## config.mk

```make
export PLATFORM = sky130hd
export DESIGN_NAME = conv_1d_stream
export DESIGN_NICKNAME = d
export VERILOG_FILES = /design/src/rtl/conv_1d_stream.sv
export SDC_FILE = /design/constraint.sdc
export NUM_CORES = 2
export LEC_CHECK = 0
export ABC_AREA = 1
export BUFFER_PORTS_ARGS = -buffer_cell sky130_fd_sc_hd__buf_2
export CAP_MARGIN = 40
export CORE_AREA = 10 10 255 257
export DETAILED_ROUTE_END_ITERATION = 8
export DIE_AREA = 0 0 265 267
export PLACE_DENSITY = 0.71
export SYNTH_ARGS = -nofsm -noshare
export SYNTH_HDL_FRONTEND = slang
export SYNTH_SLANG_ARGS = --single-unit
```

## constraint.sdc

```tcl
create_clock -name clk -period 12.3 [get_ports clk]
set_input_delay 1.23 -clock clk [delete_from_list [all_inputs] [get_ports clk]]
set_output_delay 1.23 -clock clk [all_outputs]
set_load 0.005 [all_outputs]
```

## src/rtl/conv_1d_stream.sv

```systemverilog
// Streaming "valid"-mode 1-D convolution over framed samples. A window shift
// register feeds a product stage and a sum stage; all three advance together.
module conv_1d_stream #(
    parameter  int DATA_WIDTH   = 8,
    parameter  int KERNEL_SIZE  = 8,
    parameter  int STRIDE       = 1,
    parameter  int SIGNED       = 0,
    localparam int RESULT_WIDTH = 2 * DATA_WIDTH + $clog2(KERNEL_SIZE)
) (
    input  logic                                  clk,
    input  logic                                  arst,
    input  logic [DATA_WIDTH-1:0]                 signal_data,
    input  logic                                  signal_vld,
    input  logic                                  signal_last,
    output logic                                  signal_rdy,
    input  logic [KERNEL_SIZE-1:0][DATA_WIDTH-1:0] kernel,
    output logic [RESULT_WIDTH-1:0]               result_data,
    output logic                                  result_vld,
    output logic                                  result_last,
    input  logic                                  result_rdy,
    output logic                                  frame_err
);

    localparam int PRW = 2 * DATA_WIDTH;
    localparam int FW  = $clog2(KERNEL_SIZE + 1);
    localparam int PW  = (STRIDE > 1) ? $clog2(STRIDE) : 1;

    logic                                   w_en;
    logic                                   w_accept;
    logic                                   w_emit;
    logic                                   w_short;
    logic [FW-1:0]                          w_fill_inc;
    logic [PW-1:0]                          w_phase_nxt;
    logic [PRW-1:0]                         w_prod [KERNEL_SIZE];
    logic [RESULT_WIDTH-1:0]                w_sum;

    logic [FW-1:0]                          r_fill;
    logic [PW-1:0]                          r_phase;
    logic [KERNEL_SIZE-1:0][DATA_WIDTH-1:0] r_kernel;
    logic                                   r_frame_err;
    logic [DATA_WIDTH-1:0]                  r_win  [KERNEL_SIZE];
    logic                                   r_a_vld;
    logic                                   r_a_last;
    logic [PRW-1:0]                         r_prod [KERNEL_SIZE];
    logic                                   r_b_vld;
    logic                                   r_b_last;
    logic [RESULT_WIDTH-1:0]                r_c_data;
    logic                                   r_c_vld;
    logic                                   r_c_last;

    function automatic logic [PRW-1:0] ext_op(input logic [DATA_WIDTH-1:0] v);
        return {{DATA_WIDTH{(SIGNED != 0) && v[DATA_WIDTH-1]}}, v};
    endfunction

    function automatic logic [RESULT_WIDTH-1:0] ext_sum(input logic [PRW-1:0] p);
        logic [RESULT_WIDTH-1:0] e;
        e = {RESULT_WIDTH{(SIGNED != 0) && p[PRW-1]}};
        e[PRW-1:0] = p;
        return e;
    endfunction

    assign w_en       = !r_c_vld || result_rdy;
    assign signal_rdy = w_en && !arst;
    assign w_accept   = signal_vld && signal_rdy;

    // Fill and phase as they stand once the current sample is counted.
    assign w_fill_inc  = (r_fill == FW'(KERNEL_SIZE)) ? r_fill : r_fill + FW'(1);
    assign w_phase_nxt = (r_fill != FW'(KERNEL_SIZE))  ? '0 :
                         (r_phase == PW'(STRIDE - 1))  ? '0 : r_phase + PW'(1);
    assign w_emit      = (w_fill_inc == FW'(KERNEL_SIZE)) && ((w_phase_nxt == '0) || signal_last);
    assign w_short     = signal_last && (w_fill_inc != FW'(KERNEL_SIZE));

    // NOTE: w_sum is an accumulator, so it is assigned a default before the loop
    // and updated with blocking assignments; this keeps the block latch-free.
    always_comb begin
        w_sum = '0;
        for (int i = 0; i < KERNEL_SIZE; i++) begin
            w_prod[i] = ext_op(r_kernel[i]) * ext_op(r_win[i]);
            w_sum     = w_sum + ext_sum(r_prod[i]);
        end
    end

    // Frame bookkeeping and kernel snapshot; the error pulse ignores backpressure.
    always_ff @(posedge clk or posedge arst) begin
        if (arst) begin
            r_fill      <= '0;
            r_phase     <= '0;
            r_kernel    <= '0;
            r_frame_err <= 1'b0;
        end else begin
            r_frame_err <= w_accept && w_short;
            if (w_accept) begin
                if (r_fill == '0) begin
                    r_kernel <= kernel;
                end
                r_fill  <= signal_last ? '0 : w_fill_inc;
                r_phase <= signal_last ? '0 : w_phase_nxt;
            end
        end
    end

    // NOTE: the window and product arrays are cleared by reset so that a
    // restarted frame never mixes in samples from before the reset.
    always_ff @(posedge clk or posedge arst) begin
        if (arst) begin
            for (int i = 0; i < KERNEL_SIZE; i++) begin
                r_win[i]  <= '0;
                r_prod[i] <= '0;
            end
            r_a_vld  <= 1'b0;
            r_a_last <= 1'b0;
            r_b_vld  <= 1'b0;
            r_b_last <= 1'b0;
            r_c_vld  <= 1'b0;
            r_c_last <= 1'b0;
            r_c_data <= '0;
        end else if (w_en) begin
            if (w_accept) begin
                for (int i = 0; i < KERNEL_SIZE - 1; i++) begin
                    r_win[i] <= r_win[i+1];
                end
                r_win[KERNEL_SIZE-1] <= signal_data;
            end
            r_a_vld  <= w_accept && w_emit;
            r_a_last <= w_accept && w_emit && signal_last;
            for (int i = 0; i < KERNEL_SIZE; i++) begin
                r_prod[i] <= w_prod[i];
            end
            r_b_vld  <= r_a_vld;
            r_b_last <= r_a_last;
            r_c_vld  <= r_b_vld;
            r_c_last <= r_b_vld && r_b_last;
            if (r_b_vld) begin
                r_c_data <= w_sum;
            end
        end
    end

    assign result_data = r_c_data;
    assign result_vld  = r_c_vld;
    assign result_last = r_c_last;
    assign frame_err   = r_frame_err;

endmodule

```

======== Yosys cells after proc, flatten, opt, wreduce, memory -nomap -nowiden ========
Cells that the tools add are included.
cells by class
  mux-type cells .......................... 5
  equality and inequality tests ........... 4
  bitwise gates (word level) .............. 1
  multipliers ............................. 8
  reductions and logical operators ........ 16
  add/subtract/negate cells ............... 9
operators by type and width
  kind                   count
  $mul A8 B8 Y16         8
  $add A19 B16 Y19       4
  $add A18 B16 Y19       1
  $add A17 B16 Y18       1
  $add A16 B16 Y17       1
  $eq A4 B4 Y1 const B   2
  $logic_and A1 B1 Y1    8
  $mux W4                2
  $ne A4 B4 Y1 const B   2
  $reduce_and A2 Y1      3
  $add A4 B1 Y4 const B  1
  $logic_not A4 Y1       1
  $mux W1                3
  $logic_not A1 Y1       2
  $logic_or A1 B1 Y1     2
  $add A1 B1 Y1 const B  1
  $not A1 Y1             1
word-level totals
  register bits ........................... 287
  word-level logic and storage cells ...... 77
  output and inout bits ................... 23
  input bits .............................. 77

======== Logic depth before layout (Yosys ltp) ========
  depth after elaboration ................. 8
  depth in mapped cells ................... 21
  gate-level depth less buffers ........... 20

======== Worst setup path before layout ========
No wires, ideal clock.
  kind .................................... flip-flop to flip-flop
  start point ............................. register r_win[26] (netlist name)
  end point ............................... register r_prod[59] (netlist name)
  buffers on the path ..................... 1
  cell stages (with the launch flop) ...... 19
  period minus slack after synthesis ...... 3901 ps
  setup time .............................. 118 ps
  arrival ................................. 3783 ps
  data required time ...................... 12182 ps
  path slack .............................. 8399 ps
  cell sequence ........................... dfrtp_1 -> clkbuf_1 -> nand2_1 -> inv_1 -> fa_1 -> inv_1 -> fa_1 -> inv_1 -> fa_1 -> inv_1 -> fa_1 -> inv_1 -> ha_1 -> nand2_1 -> nor2_1 -> a21oi_1 -> or2_2 -> nand3_1 -> nand2_1
between the ends
  word-level cells in the longest chain between the ends .. 1
ends and longest elaborated chain
  what                             line  source
  start, declared                  41    logic [DATA_WIDTH-1:0] r_win [KERNEL_SIZE];
  start signal, assigned by index  120   r_win[i] <= r_win[i+1];
  start signal, assigned by index  122   r_win[KERNEL_SIZE-1] <= signal_data;
  $mul A8 B8 Y16                   78    w_prod[i] = ext_op(r_kernel[i]) * ext_op(r_win[i]);
  end signal, assigned by index    127   r_prod[i] <= w_prod[i];
  end, declared                    44    logic [PRW-1:0] r_prod [KERNEL_SIZE];
Every way passes these cells.
A chain may end at the register's enable or synchronous reset.

======== Worst setup path in the final report ========
  start point ............................. register r_win[34] (netlist name)
  end point ............................... register r_prod[75] (netlist name)
Same word-level chain as after synthesis.

==> flow_metrics.env <==
export IMPL_crit_end="r_prod[75]"
export IMPL_numPortBuffers=99
export IMPL_synthArstFlopShare_pct=100
export IMPL_cts_buffer_depth=3
export IMPL_synth_simple_area_share_pct=19.3
export IMPL_synth_top_family_by_area="adder cells"
export IMPL_crit_type="register to register"
export IMPL_tns_ns=0
export IMPL_critPathLaunch="r_win[34]"
export IMPL_crit_family="adder cells"
export IMPL_synth_nets=5150
export IMPL_slew_violations=0
export IMPL_grt_setup_unrepaired="no"
export IMPL_nets=5121
export IMPL_synth_seq_cells=286
export IMPL_die_y_um=267
export IMPL_worstReg2RegStart="r_win[34]"
export IMPL_synth_edf_count=0
export IMPL_endpoint_kind="register"
export IMPL_grt_max_degree=90
export IMPL_grt_pass1_vias=26100
export IMPL_drc=0
export IMPL_synthCells=4381
export IMPL_coreArea_um2=59900
export IMPL_grt_ovfl_total=0
export IMPL_synth_area_top_cells="fa_1, dfrtp_1, inv_1"
export IMPL_numCtsBuffers=38
export IMPL_wl_mm=76.5
export IMPL_synth_top_area_share_pct=23.1
export IMPL_syn2layout_area_growth_pct=6.58
export IMPL_muxShareOfSynthArea_pct=2.68
export IMPL_drt_iter0_drc=1685
export IMPL_cpMostUsedCell="inv_1"
export IMPL_cts_hold_buf=0
export IMPL_n_antenna_cell=0
export IMPL_worstPathMaxFanout=9
export IMPL_ant_nets=0
export IMPL_root_buffer="clkbuf_16"
export IMPL_drt_wirelength_per_cell_um=14.8
export IMPL_htreeDepth=2
export IMPL_rrSetupSlack_ns=8.19
export IMPL_post_synth_instance_area_um2=33200
export IMPL_grt_antenna_before_repair=1
export IMPL_timing_final_crit_share_pct=33.4
export IMPL_synth_cell_types=31
export IMPL_vias=25400
export IMPL_grtUsageTotal_pct=22.5
export IMPL_synth_adder_area_share_pct=34.8
export IMPL_arrival_ns=4.58
export IMPL_layout_drive_gt1_share_pct=6.05
export IMPL_hpwl_mm=61.4
export IMPL_path_cells="nand2_1 > inv_1 > fa_1 > inv_1 > fa_1 > inv_1 > fa_1 > inv_1 > fa_1 > inv_1 > ha_1 > nand2_1 > nor2_1 > a21oi_1 > or2_2 > nand3_1 > nand2_1"
export IMPL_rr_worst_depth=17
export IMPL_avgViaCountPerCell=4.92
export IMPL_grt_pass1_wl_mm=130
export IMPL_hold_violations=0
export IMPL_setup_viol=0
export IMPL_seq_area_frac_synth_pct=21.6
export IMPL_crit_cells=17
export IMPL_fin_area_um2=35400
export IMPL_slowest_stage="fa_1"
export IMPL_drv_cap=0
export IMPL_avgSynthCellArea_um2=7.57
export IMPL_clock_fmax_mhz=243
export IMPL_synth_area_leader_cell="fa_1"
export IMPL_cts_tree="yes"
export IMPL_clk_pin_slew_ns=0.06
export IMPL_rr_endpoint="r_prod[75]"
export IMPL_ys_flop_type="dfrtp_1"
export IMPL_ios=100
export IMPL_cpPeakStageDelay_ns=0.55
export IMPL_drtPass1Iterations=6
export IMPL_maxSlewHeadroom_pct=43.0
export IMPL_placed_area_um2=34000
export IMPL_fp_dieW_um=265
export IMPL_cts_resized=0
export IMPL_synth_compound_area_share_pct=3.88
export IMPL_tightest_slew_ns=0.854
export IMPL_min_period_ns=4.11
export IMPL_crit_buf_inv=5
export IMPL_startpoint_type="register"
export IMPL_yosys_warnings=0
export IMPL_outcome="completed"
export IMPL_postCtsSetupBuffers=0
export IMPL_clock_sink_count=286
export IMPL_placementRows=90
export IMPL_clk_latency_ns=0.57
export IMPL_crit_required_ns=12.76
export IMPL_initial_core_util_pct=55.4
export IMPL_hold_class="register to register"
export IMPL_synth_xor_area_share_pct=0.950
export IMPL_fillers=5549
export IMPL_gp_congestion=0.906
export IMPL_skew_ns=0.0256
export IMPL_fp_dieArea_um2=70800
## state kept, by name, summed over array words and instances (netlist names), 4 cells and up
| register | count |
|---|---|
| result_data | 19 |
| r_kernel | 64 |
| r_win | 64 |
| r_fill | 4 |
| r_prod | 128 |
## worst min path at each step
stage	start	to	slack, ns	depth (start not counted)
finish	result_data[0]	result_data[0]	0.47	2
global route	result_data[2]	result_data[2]	0.49	2
CTS	result_data[2]	result_data[2]	0.47	2
detailed placement	result_data[2]	result_data[2]	0.46	2
global placement	result_data[1]	result_data[1]	0.45	2
floorplan	r_b_vld	result_vld	0.45	2
## through the flow
| stage | std cells | util, % | hold WS [ns] | worst slack, ns |
|---|---|---|---|---|
| floorplan | 4381 | - | 0.449 | 3.18 |
| global placement | 5091 | 56.7 | 0.453 | 8.28 |
| detailed placement | 5094 | 56.8 | 0.458 | 8.21 |
| CTS | 5164 | 59.0 | 0.473 | 8.19 |
| global route | 5164 | 59.0 | 0.493 | 7.91 |
| finish | 5164 | 59.0 | 0.466 | 8.19 |
## worst reg2reg max path: stages (launching register included)
cell and delay, ns:
dfrtp_1 0.49, nand2_1 0.11, inv_1 0.06, fa_1 0.55, inv_1 0.06, fa_1 0.52, inv_1 0.05, fa_1 0.47
inv_1 0.05, fa_1 0.49, inv_1 0.05, ha_1 0.34, nand2_1 0.12, nor2_1 0.17, a21oi_1 0.09, or2_2 0.28
nand3_1 0.07, nand2_1 0.05
## metal layers
metal	global-route usage [%]	wire, um	vias to the layer above	share of wire [%]
met1	30.2	35100	12100	46
met2	37.0	35300	524	46
met3	3.80	4080	104	5.3
met5	0	13	-	0.017
met4	6.55	2040	2	2.7
li1	-	-	12600	-
## cells in the mapped netlist (33+ instances only)
| cell | number |
|---|---|
| inv_1 | 1284 |
| nand2_1 | 1229 |
| fa_1 | 383 |
| ha_1 | 309 |
| dfrtp_1 | 286 |
| nand3_1 | 173 |
| o21ai_0 | 151 |
| clkbuf_1 | 145 |
| nor2_1 | 117 |
| a21oi_1 | 60 |
| mux2_4 | 48 |
| nand4_1 | 33 |
## area by class of cell
cell class / count / area, um2 / share of cell area (%)
Multi-Input combinational cell: 2629 / 20400 / 57.7
Sequential cell: 286 / 7160 / 20.2
Inverter: 1285 / 4830 / 13.7
Clock buffer: 51 / 1130 / 3.21
Tap cell: 782 / 978 / 2.77
Timing Repair Buffer: 112 / 653 / 1.85
Clock inverter: 19 / 191 / 0.541
## kinds of logic after synthesis
kind of cell | count (synthesis)
fa+ha+maj | 692
simple gates | 1593
buf+inv | 1466
flops | 286
xor+xnor | 36
mux | 63
compound gates | 245
## placed cells by master (no fill, tap or decap)
cell / instances
inv_1: 1282
nand2_1: 1229
fa_1: 383
ha_1: 309
dfrtp_1: 286
nand3_1: 173
o21ai_0: 151
nor2_1: 117
buf_2: 99
a21oi_1: 60
mux2_4: 48
clkbuf_16: 41
nand4_1: 33
xnor2_1: 26
o22ai_1: 16
or2_2: 16
mux2_2: 15
nor3_1: 14
xor2_1: 10
buf_4: 10
o21bai_1: 8
clkbuf_8: 7
nand3b_1: 6
clkinv_4: 5
a31oi_1: 4
a21o_1: 4
clkinvlp_4: 4
clkinv_2: 4
nor2_4: 3
clkbuf_1: 3
inv_6: 3
buf_16: 3
o31ai_1: 2
inv_8: 2
bufinv_16: 2
nand2_4: 1
inv_2: 1
and2_1: 1
inv_4: 1
Power is not shown: default switching activity piles up to over one toggle a cycle in this logic, so the estimate is an artifact.
